### config.mk
export PLATFORM = sky130hd
export DESIGN_NAME = cla_add_arbiter
export DESIGN_NICKNAME = d
export VERILOG_FILES = /design/src/rtl/cla_add_arbiter.sv
export SDC_FILE = /design/constraint.sdc
export NUM_CORES = 1
export LEC_CHECK = 0
export CAP_MARGIN = 25
export CORE_AREA = 2 2 300 302
export CTS_CLUSTER_SIZE = 20
export DETAILED_ROUTE_END_ITERATION = 7
export DIE_AREA = 0 0 302 304
export HOLD_SLACK_MARGIN = 0.03
export PLACE_DENSITY = 0.44
export SYNTH_ARGS = -nofsm -noshare
export SYNTH_HDL_FRONTEND = slang
export SYNTH_SLANG_ARGS = --single-unit
### constraint.sdc
create_clock -name i_clock -period 2.95 [get_ports i_clock]
set_input_delay 0.295 -clock i_clock [delete_from_list [all_inputs] [get_ports i_clock]]
set_output_delay 0.295 -clock i_clock [all_outputs]
set_load 0.01 [all_outputs]
### src/rtl/cla_add_arbiter.sv
// cla_add_arbiter: round-robin sequencer sharing one combinational adder among NUM_REQ requesters; optional stats via CLA_ARB_STATS_EN
module cla_add_arbiter #(
  parameter int NUM_REQ = 4,
  parameter int WIDTH   = 64,
  parameter int ADD_LAT = 2,
  parameter int ID_W    = 2
) (
  input  logic                     i_clock,
  input  logic                     i_reset,
  input  logic [NUM_REQ-1:0]       i_req_valid,
  output logic [NUM_REQ-1:0]       o_req_ready,
  input  logic [NUM_REQ*WIDTH-1:0] i_req_a,
  input  logic [NUM_REQ*WIDTH-1:0] i_req_b,
  output logic [WIDTH-1:0]         o_add_a,
  output logic [WIDTH-1:0]         o_add_b,
  input  logic [WIDTH-1:0]         i_add_sum,
  input  logic                     i_add_cout,
  output logic                     o_rsp_valid,
  output logic [ID_W-1:0]          o_rsp_id,
  output logic [WIDTH-1:0]         o_rsp_sum,
`ifdef CLA_ARB_STATS_EN
  output logic [31:0]              o_op_count,
  output logic [31:0]              o_busy_cycles,
`endif
  output logic                     o_rsp_cout
);
  localparam int CNT_W = ADD_LAT > 1 ? $clog2(ADD_LAT) : 1;
  localparam int NPAD = 2 ** ID_W;
  typedef enum logic [1:0] {IDLE, BUSY, DONE} state_t;
  state_t               r_state;
  logic [ID_W-1:0]      r_rr_ptr;
  logic [ID_W-1:0]      r_gnt_id;
  logic [CNT_W-1:0]     r_cnt;
  logic [WIDTH-1:0]     r_op_a;
  logic [WIDTH-1:0]     r_op_b;
  logic                 r_rsp_valid;
  logic [ID_W-1:0]      r_rsp_id;
  logic [WIDTH-1:0]     r_rsp_sum;
  logic                 r_rsp_cout;
  logic [2*NUM_REQ-1:0] w_rot;
  logic [NUM_REQ-1:0]   w_lo;
  logic [NUM_REQ-1:0]   w_iso;
  logic [2*NUM_REQ-1:0] w_back;
  logic [NUM_REQ-1:0]   w_gnt;
  logic [ID_W-1:0]      w_win;
  logic                 w_found;
  logic [WIDTH-1:0]     w_ra [NPAD];
  logic [WIDTH-1:0]     w_rb [NPAD];
  // Rotate valids so rr_ptr sits at bit 0, isolate the lowest set bit, rotate the one-hot back
  always_comb begin
    w_rot   = {i_req_valid, i_req_valid} >> r_rr_ptr;
    w_lo    = w_rot[NUM_REQ-1:0];
    w_iso   = w_lo & (~w_lo + NUM_REQ'(1));
    w_back  = {NUM_REQ'(0), w_iso} << r_rr_ptr;
    w_gnt   = w_back[NUM_REQ-1:0] | w_back[2*NUM_REQ-1:NUM_REQ];
    w_found = |i_req_valid;
  end
  for (genvar b = 0; b < ID_W; b++) begin : g_enc
    logic [NUM_REQ-1:0] w_m;
    for (genvar g = 0; g < NUM_REQ; g++) begin : g_bit
      assign w_m[g] = ((g >> b) & 1) != 0 ? w_gnt[g] : 1'b0;
    end
    assign w_win[b] = |w_m;
  end
  for (genvar g = 0; g < NPAD; g++) begin : g_unpack
    if (g < NUM_REQ) begin : g_real
      assign w_ra[g] = i_req_a[g*WIDTH +: WIDTH];
      assign w_rb[g] = i_req_b[g*WIDTH +: WIDTH];
    end else begin : g_pad
      assign w_ra[g] = '0;
      assign w_rb[g] = '0;
    end
  end
  assign o_req_ready = (r_state == IDLE && !i_reset) ? w_gnt : '0;
  assign o_add_a     = r_op_a;
  assign o_add_b     = r_op_b;
  assign o_rsp_valid = r_rsp_valid;
  assign o_rsp_id    = r_rsp_id;
  assign o_rsp_sum   = r_rsp_sum;
  assign o_rsp_cout  = r_rsp_cout;
  // Grant in IDLE, hold operands for ADD_LAT cycles in BUSY, pulse the response in DONE
  always_ff @(posedge i_clock) begin
    if (i_reset) begin
      r_state     <= IDLE;
      r_rr_ptr    <= '0;
      r_gnt_id    <= '0;
      r_cnt       <= '0;
      r_op_a      <= '0;
      r_op_b      <= '0;
      r_rsp_valid <= 1'b0;
      r_rsp_id    <= '0;
      r_rsp_sum   <= '0;
      r_rsp_cout  <= 1'b0;
    end else begin
      case (r_state)
        IDLE: if (w_found) begin
          r_op_a   <= w_ra[w_win];
          r_op_b   <= w_rb[w_win];
          r_gnt_id <= w_win;
          r_cnt    <= CNT_W'(ADD_LAT - 1);
          r_state  <= BUSY;
        end
        BUSY: if (r_cnt == '0) begin
          r_rsp_sum   <= i_add_sum;
          r_rsp_cout  <= i_add_cout;
          r_rsp_id    <= r_gnt_id;
          r_rsp_valid <= 1'b1;
          r_state     <= DONE;
        end else begin
          r_cnt <= r_cnt - 1'b1;
        end
        DONE: begin
          r_rsp_valid <= 1'b0;
          r_rr_ptr    <= r_gnt_id == ID_W'(NUM_REQ - 1) ? '0 : r_gnt_id + 1'b1;
          r_state     <= IDLE;
        end
        default: r_state <= IDLE;
      endcase
    end
  end
`ifdef CLA_ARB_STATS_EN
  // Completed operations and non-idle cycles, both free-running and wrapping
  always_ff @(posedge i_clock) begin
    if (i_reset) begin
      o_op_count    <= '0;
      o_busy_cycles <= '0;
    end else begin
      o_op_count    <= o_op_count + (r_state == DONE ? 32'd1 : 32'd0);
      o_busy_cycles <= o_busy_cycles + (r_state != IDLE ? 32'd1 : 32'd0);
    end
  end
`endif
endmodule

== Word-level counts from Yosys, hierarchy flattened ==
Cells that the tools add are included.

* Logic and storage cells: 55
* Register bits after elaboration: 203

* Mux-type cells: 16
* Eq/ne operators: 5
* Bitwise gates (word level): 5
* Add/sub/neg operators: 3
* $lt $le $gt $ge: 1
* Shifts and indexed selects: 2
* Reductions and logical operators: 13

{| class="wikitable"
|+ Operator list
! cell !! number
|-
| 64-bit binary-select mux with 2-bit select || 2
|-
| 64-bit two-way mux || 4
|-
| 2-bit AND reduction || 5
|-
| 4-bit by 2-bit << shifter with 8-bit output || 1
|-
| 8-bit by 2-bit >> shifter with 4-bit output || 1
|-
| 2-bit two-way mux || 3
|-
| 4-bit by 1-bit adder with 4-bit output, second input constant || 1
|-
| 4-bit bitwise AND || 1
|-
| 2-bit == test, second input constant || 2
|-
| 4-bit two-way mux || 1
|-
| 2-bit inequality test, second input constant || 2
|-
| 4-bit inverter || 1
|-
| 4-bit bitwise OR || 1
|-
| 1-bit one-hot mux with 2 select lines || 2
|-
| 2-bit one-hot mux with 2 select lines || 1
|-
| 2-bit nonzero test || 2
|-
| 2-bit OR reduction || 2
|-
| 4-bit OR reduction || 1
|-
| 3-bit greater-or-equal comparator, second input constant || 1
|-
| 1-bit two-way mux || 3
|-
| 2-bit inverter with 3-bit output || 1
|-
| 2-bit by 1-bit adder with 2-bit output, second input constant || 1
|-
| 2-bit by 1-bit == test with 1-bit output, second input constant || 1
|-
| 2-bit zero test || 1
|-
| 4 further kinds || 4
|}

== Longest topological paths before layout ==
* Word-level depth: 11
* Depth in mapped cells: 7

== Worst setup path before layout ==
No wires, ideal clock.

* Path kind: input -> output
* Start point: input port i_req_valid[2]
* End point: output port o_req_ready[1]
* Slack: 0.974 ns
* Stages on the path: 5
* Data required time: 2.655 ns
* Data arrival time: 1.681 ns
* Cells stage by stage: buf_2 -> a21o_1 -> buf_2 -> buf_2 -> a2111oi_0

* Word-level cells in the longest chain between the ends: 7

{| class="wikitable"
|+ RTL lines
! what !! line !! RTL
|-
| start, declared || 10 || <nowiki>input logic [NUM_REQ-1:0] i_req_valid,</nowiki>
|-
| 8-bit by 2-bit >> shifter with 4-bit output * || 51 || <nowiki>w_rot = {i_req_valid, i_req_valid} >> r_rr_ptr;</nowiki>
|-
| 4-bit inverter || 53 || <nowiki>w_iso = w_lo & (~w_lo + NUM_REQ'(1));</nowiki>
|-
| 4-bit by 1-bit adder with 4-bit output || 53 ||
|-
| 4-bit bitwise AND * || 53 ||
|-
| 4-bit by 2-bit << shifter with 8-bit output * || 54 || <nowiki>w_back = {NUM_REQ'(0), w_iso} << r_rr_ptr;</nowiki>
|-
| 4-bit bitwise OR * || 55 || <nowiki>w_gnt = w_back[NUM_REQ-1:0] | w_back[2*NUM_REQ-1:NUM_REQ];</nowiki>
|-
| 4-bit two-way mux * || 74 || <nowiki>assign o_req_ready = (r_state == IDLE && !i_reset) ? w_gnt : '0;</nowiki>
|-
| end, declared || 11 || <nowiki>output logic [NUM_REQ-1:0] o_req_ready,</nowiki>
|}

Mark *: on every way between the ends. The rest lies on a longest branch, timed or not.

== Final worst setup path ==
* Start point: register r_rr_ptr[1]
* End point: output port o_req_ready[3]

* Word-level cells in the longest chain between the ends: 7

{| class="wikitable"
|+ RTL lines
! what !! line !! RTL
|-
| start, declared || 31 || <nowiki>logic [ID_W-1:0] r_rr_ptr;</nowiki>
|-
| start signal, assigned || 114 || <nowiki>r_rr_ptr <= r_gnt_id == ID_W'(NUM_REQ - 1) ? '0 : r_gnt_id + 1'b1;</nowiki>
|-
| 8-bit by 2-bit >> shifter with 4-bit output || 51 ||
|-
| 4-bit inverter || 53 ||
|-
| 4-bit by 1-bit adder with 4-bit output || 53 ||
|-
| 4-bit bitwise AND || 53 ||
|-
| 4-bit by 2-bit << shifter with 8-bit output * || 54 ||
|-
| 4-bit bitwise OR * || 55 ||
|-
| 4-bit two-way mux * || 74 ||
|}

Marked as above.

==> reports/summary.txt <==
====================================================================================================
Fmax                                                                                         362 MHz
Wire length of the first global-routing pass                                                  119 mm
P&R area growth vs syn                                                                         82.7%
Row Count                                                                                        110
Share of synthesized area occupied by flip-flops and latches                                   0.331
Mean cell area of the mapped netlist                                                      7.16 sq um
Slew Limit Headroom                                                                            0.404
Yosys cell types                                                                                  40
Highest-count cells in the layout ignoring fill and taps                                778 x sky130_fd_sc_hd__clkdlybuf4s50_1, 268 x sky130_fd_sc_hd__nand2_1, 256 x sky130_fd_sc_hd__a211oi_1
Initial antenna violation count                                                                   14
Skew final                                                                                   8.18 ps
Final Hold Violating Endpoints                                                                     0
Unrepaired setup endpoints after global routing                                                false
Number of global-route vias before repair                                                      17.1k
Clock-pin slew reported for the worst setup and hold paths after clock tree synthesis          60 ps
Worst slew pin tran                                                                           894 ps
Most common library cell in the layout ignoring fill and taps                           sky130_fd_sc_hd__clkdlybuf4s50_1
Wire length reported by the detailed router                                                  83.4 mm
Ranking of synthesized cells by area                                                    sky130_fd_sc_hd__dfxtp_1 33%, sky130_fd_sc_hd__a211oi_1 16%, sky130_fd_sc_hd__a311oi_1 9.1%, sky130_fd_sc_hd__nand2_1 8.2%, sky130_fd_sc_hd__and3_1 6.5%
Cell type contributing the most total cell area after synthesis                         sky130_fd_sc_hd__dfxtp_1
Reported max-cap violation count                                                                   0
Die X-Extent                                                                             302 microns
I/O pin count                                                                                    783
Count of synthesis-stage warnings from yosys                                                       0
Placed cell count                                                                               3505
Synthesized area                                                                        0.0123 sq mm
Overflow left after global routing                                                                 0
Async set or reset register ratio after synthesis                                                  0
H-tree depth                                                                                       1
Number of vias in the routed layout                                                            16.8k
Prevailing post-synth register cell                                                     sky130_fd_sc_hd__dfxtp_1
Post-DP HPWL                                                                                 59.7 mm
Multi-input gate area                                                                   0.00736 sq mm
Weighted congestion at the end of routability-driven global placement                          0.899
All-Layer GR Usage                                                                             0.171
Post CTS Setup Buffer Count                                                                        0
Number of sinks handled by clock tree synthesis                                                  203
Fillcell total                                                                                  9651
Average detailed-routed wire length per instance                                        23.4 microns
Total power per unit cell area                                                           465 mW/mm^2
Final-layout setup total negative slack                                                         0 ps
Number of storage elements in the synthesis netlist                                              203
Number of slew-limit violations in the final report                                                0
Die outline area                                                                        0.0918 sq mm
Clock network latency to the later pin of the worst-skew pair                                 580 ps
Gate count after technology mapping                                                             1713
Required @ worst endpoint                                                                    2650 ps
Vias per cell                                                                                   4.73
Worst IR drop on VDD                                                                        0.361 mV
Root buffer cell                                                                        sky130_fd_sc_hd__clkbuf_16
Final worst path period need                                                                 2760 ps
Area fraction of the dominant cell type after synthesis                                        0.331
Critical Path Sink Type                                                                   output pin
Number of setup violations in the final report                                                     0
Final ANT Viol Nets                                                                                0
Total clock buffers created by CTS                                                                29
Startpoint type of the worst setup path                                                     register
Sequential Area                                                                         0.00407 sq mm
Post-synth EDFFs                                                                                   0
Maximum number of pins on one net before global-route repair                                     150
CP Class                                                                                     reg2out
Net count reported at finish                                                                    2945
Starting utilization of the core area                                                          0.138
Longest Clk Path Bufs                                                                              3
Total leakage power                                                                          7.93 nW
Placeable core region                                                                   0.0890 sq mm
Die Height                                                                               304 microns
Share of the clock period used by the worst path after layout                                  0.936
First-pass iteration count of the detailed router                                                  7
Layout cell share with drive strength beyond 1                                                0.0500
Clock tree from TritonCTS                                                                       done
Path type of the worst min-delay path                                                         in2reg
Final cell count without fillers                                                                3561
Outcome                                                                                    completed
Detailed-route DRC error count                                                                     0
Critical path fanouts, max                                                                        15
Number of I/O port buffers                                                                       782
Syn_nets                                                                                        2297
Starting DRC count in detailed routing                                                          1355
Worst EP arrival                                                                             2460 ps
====================================================================================================
## cell usage after synthesis, types with 3 or more instances
master,instances
sky130_fd_sc_hd__nand2_1,268
sky130_fd_sc_hd__a211oi_1,256
sky130_fd_sc_hd__dfxtp_1,203
sky130_fd_sc_hd__clkbuf_1,164
sky130_fd_sc_hd__nor2_1,137
sky130_fd_sc_hd__nand3_1,129
sky130_fd_sc_hd__a311oi_1,128
sky130_fd_sc_hd__and3_1,128
sky130_fd_sc_hd__o21ai_0,124
sky130_fd_sc_hd__a21oi_1,75
sky130_fd_sc_hd__buf_2,34
sky130_fd_sc_hd__buf_1,20
sky130_fd_sc_hd__o21ai_1,7
sky130_fd_sc_hd__buf_4,6
sky130_fd_sc_hd__inv_1,3
sky130_fd_sc_hd__nand2b_1,3
sky130_fd_sc_hd__nor2b_1,3
sky130_fd_sc_hd__nor3_1,3
## routing by layer
metal,up-vias,wire length [microns],global-route usage
met1,8109,33000,0.208
met2,926,40500,0.296
met5,-,87,0
met3,125,7510,0.0411
met4,14,2270,0.0502
li1,7667,-,-
## registers in the layout (all words and copies together) (netlist names)
name,count
o_rsp_cout,1
o_rsp_sum,64
o_add_a,64
r_rr_ptr,2
o_rsp_valid,1
o_rsp_id,2
r_state,2
o_add_b,64
r_gnt_id,2
r_cnt,1
## metrics by stage
stage	total power, mW	hold slack, ps	instance area (sq um)	util	setup WS [ps]
2_1_floorplan	4.77	431	12300	-	974
3_3_place_gp	7.00	445	21500	0.241	368
3_5_place_dp	7.02	447	21500	0.241	334
4_1_cts	10.5	157	22400	0.251	95.6
5_1_grt	10.9	189	22400	0.252	40.1
6_report	10.4	196	22400	0.252	190
## worst max-delay path, cell delays in order (launching register included)
cell and delay, ps:
sky130_fd_sc_hd__dfxtp_2 600, sky130_fd_sc_hd__o21bai_4 420, sky130_fd_sc_hd__nand3_1 150, sky130_fd_sc_hd__nor2_1 130
sky130_fd_sc_hd__clkdlybuf4s50_1 580
## where the power goes
group          internal, mW  switching, mW
Sequential             3.08          0.209
Combinational          1.84           1.84
Clock                  2.02           1.42
## worst paths after layout
check / from / endpoint / slack, ps / depth (start not counted)
worst max-delay path: r_rr_ptr[1] / o_req_ready[3] / 190 / 4
worst min-delay path: i_req_valid[2] / o_add_a[16] / 200 / 3
worst max register to register: r_rr_ptr[1] / o_add_a[1] / 730 / 6
worst min register to register: o_rsp_id[1] / o_rsp_id[1] / 450 / 2
## layout make-up
| type | count | area share |
|---|---|---|
| antenna | 5 | 0.000558 |
| clock buffer | 43 | 0.0374 |
| clock inverter | 7 | 0.00279 |
| inverter | 4 | 0.000782 |
| multi-input combinational | 1282 | 0.329 |
| sequential | 203 | 0.181 |
| tap | 1176 | 0.0657 |
| timing repair buffer | 841 | 0.383 |
## kinds of logic after synthesis
family                     after synthesis  synth area share
DFF                                    203             0.331
buffers and inverters                  229            0.0760
muxes                                    1          0.000816
AOI/OAI and AO/OA                      603             0.342
and+or+nand+nor                        676             0.249
adders and majority gates                1           0.00102
## timing repair
action | in CTS | in global routing
gates resized for setup | 1 | 1
setup endpoints to repair | 1 | 1
hold buffers | 0 | 0
gates cloned | 1 | 0
Note: power is estimated with default switching activity, not from simulation.
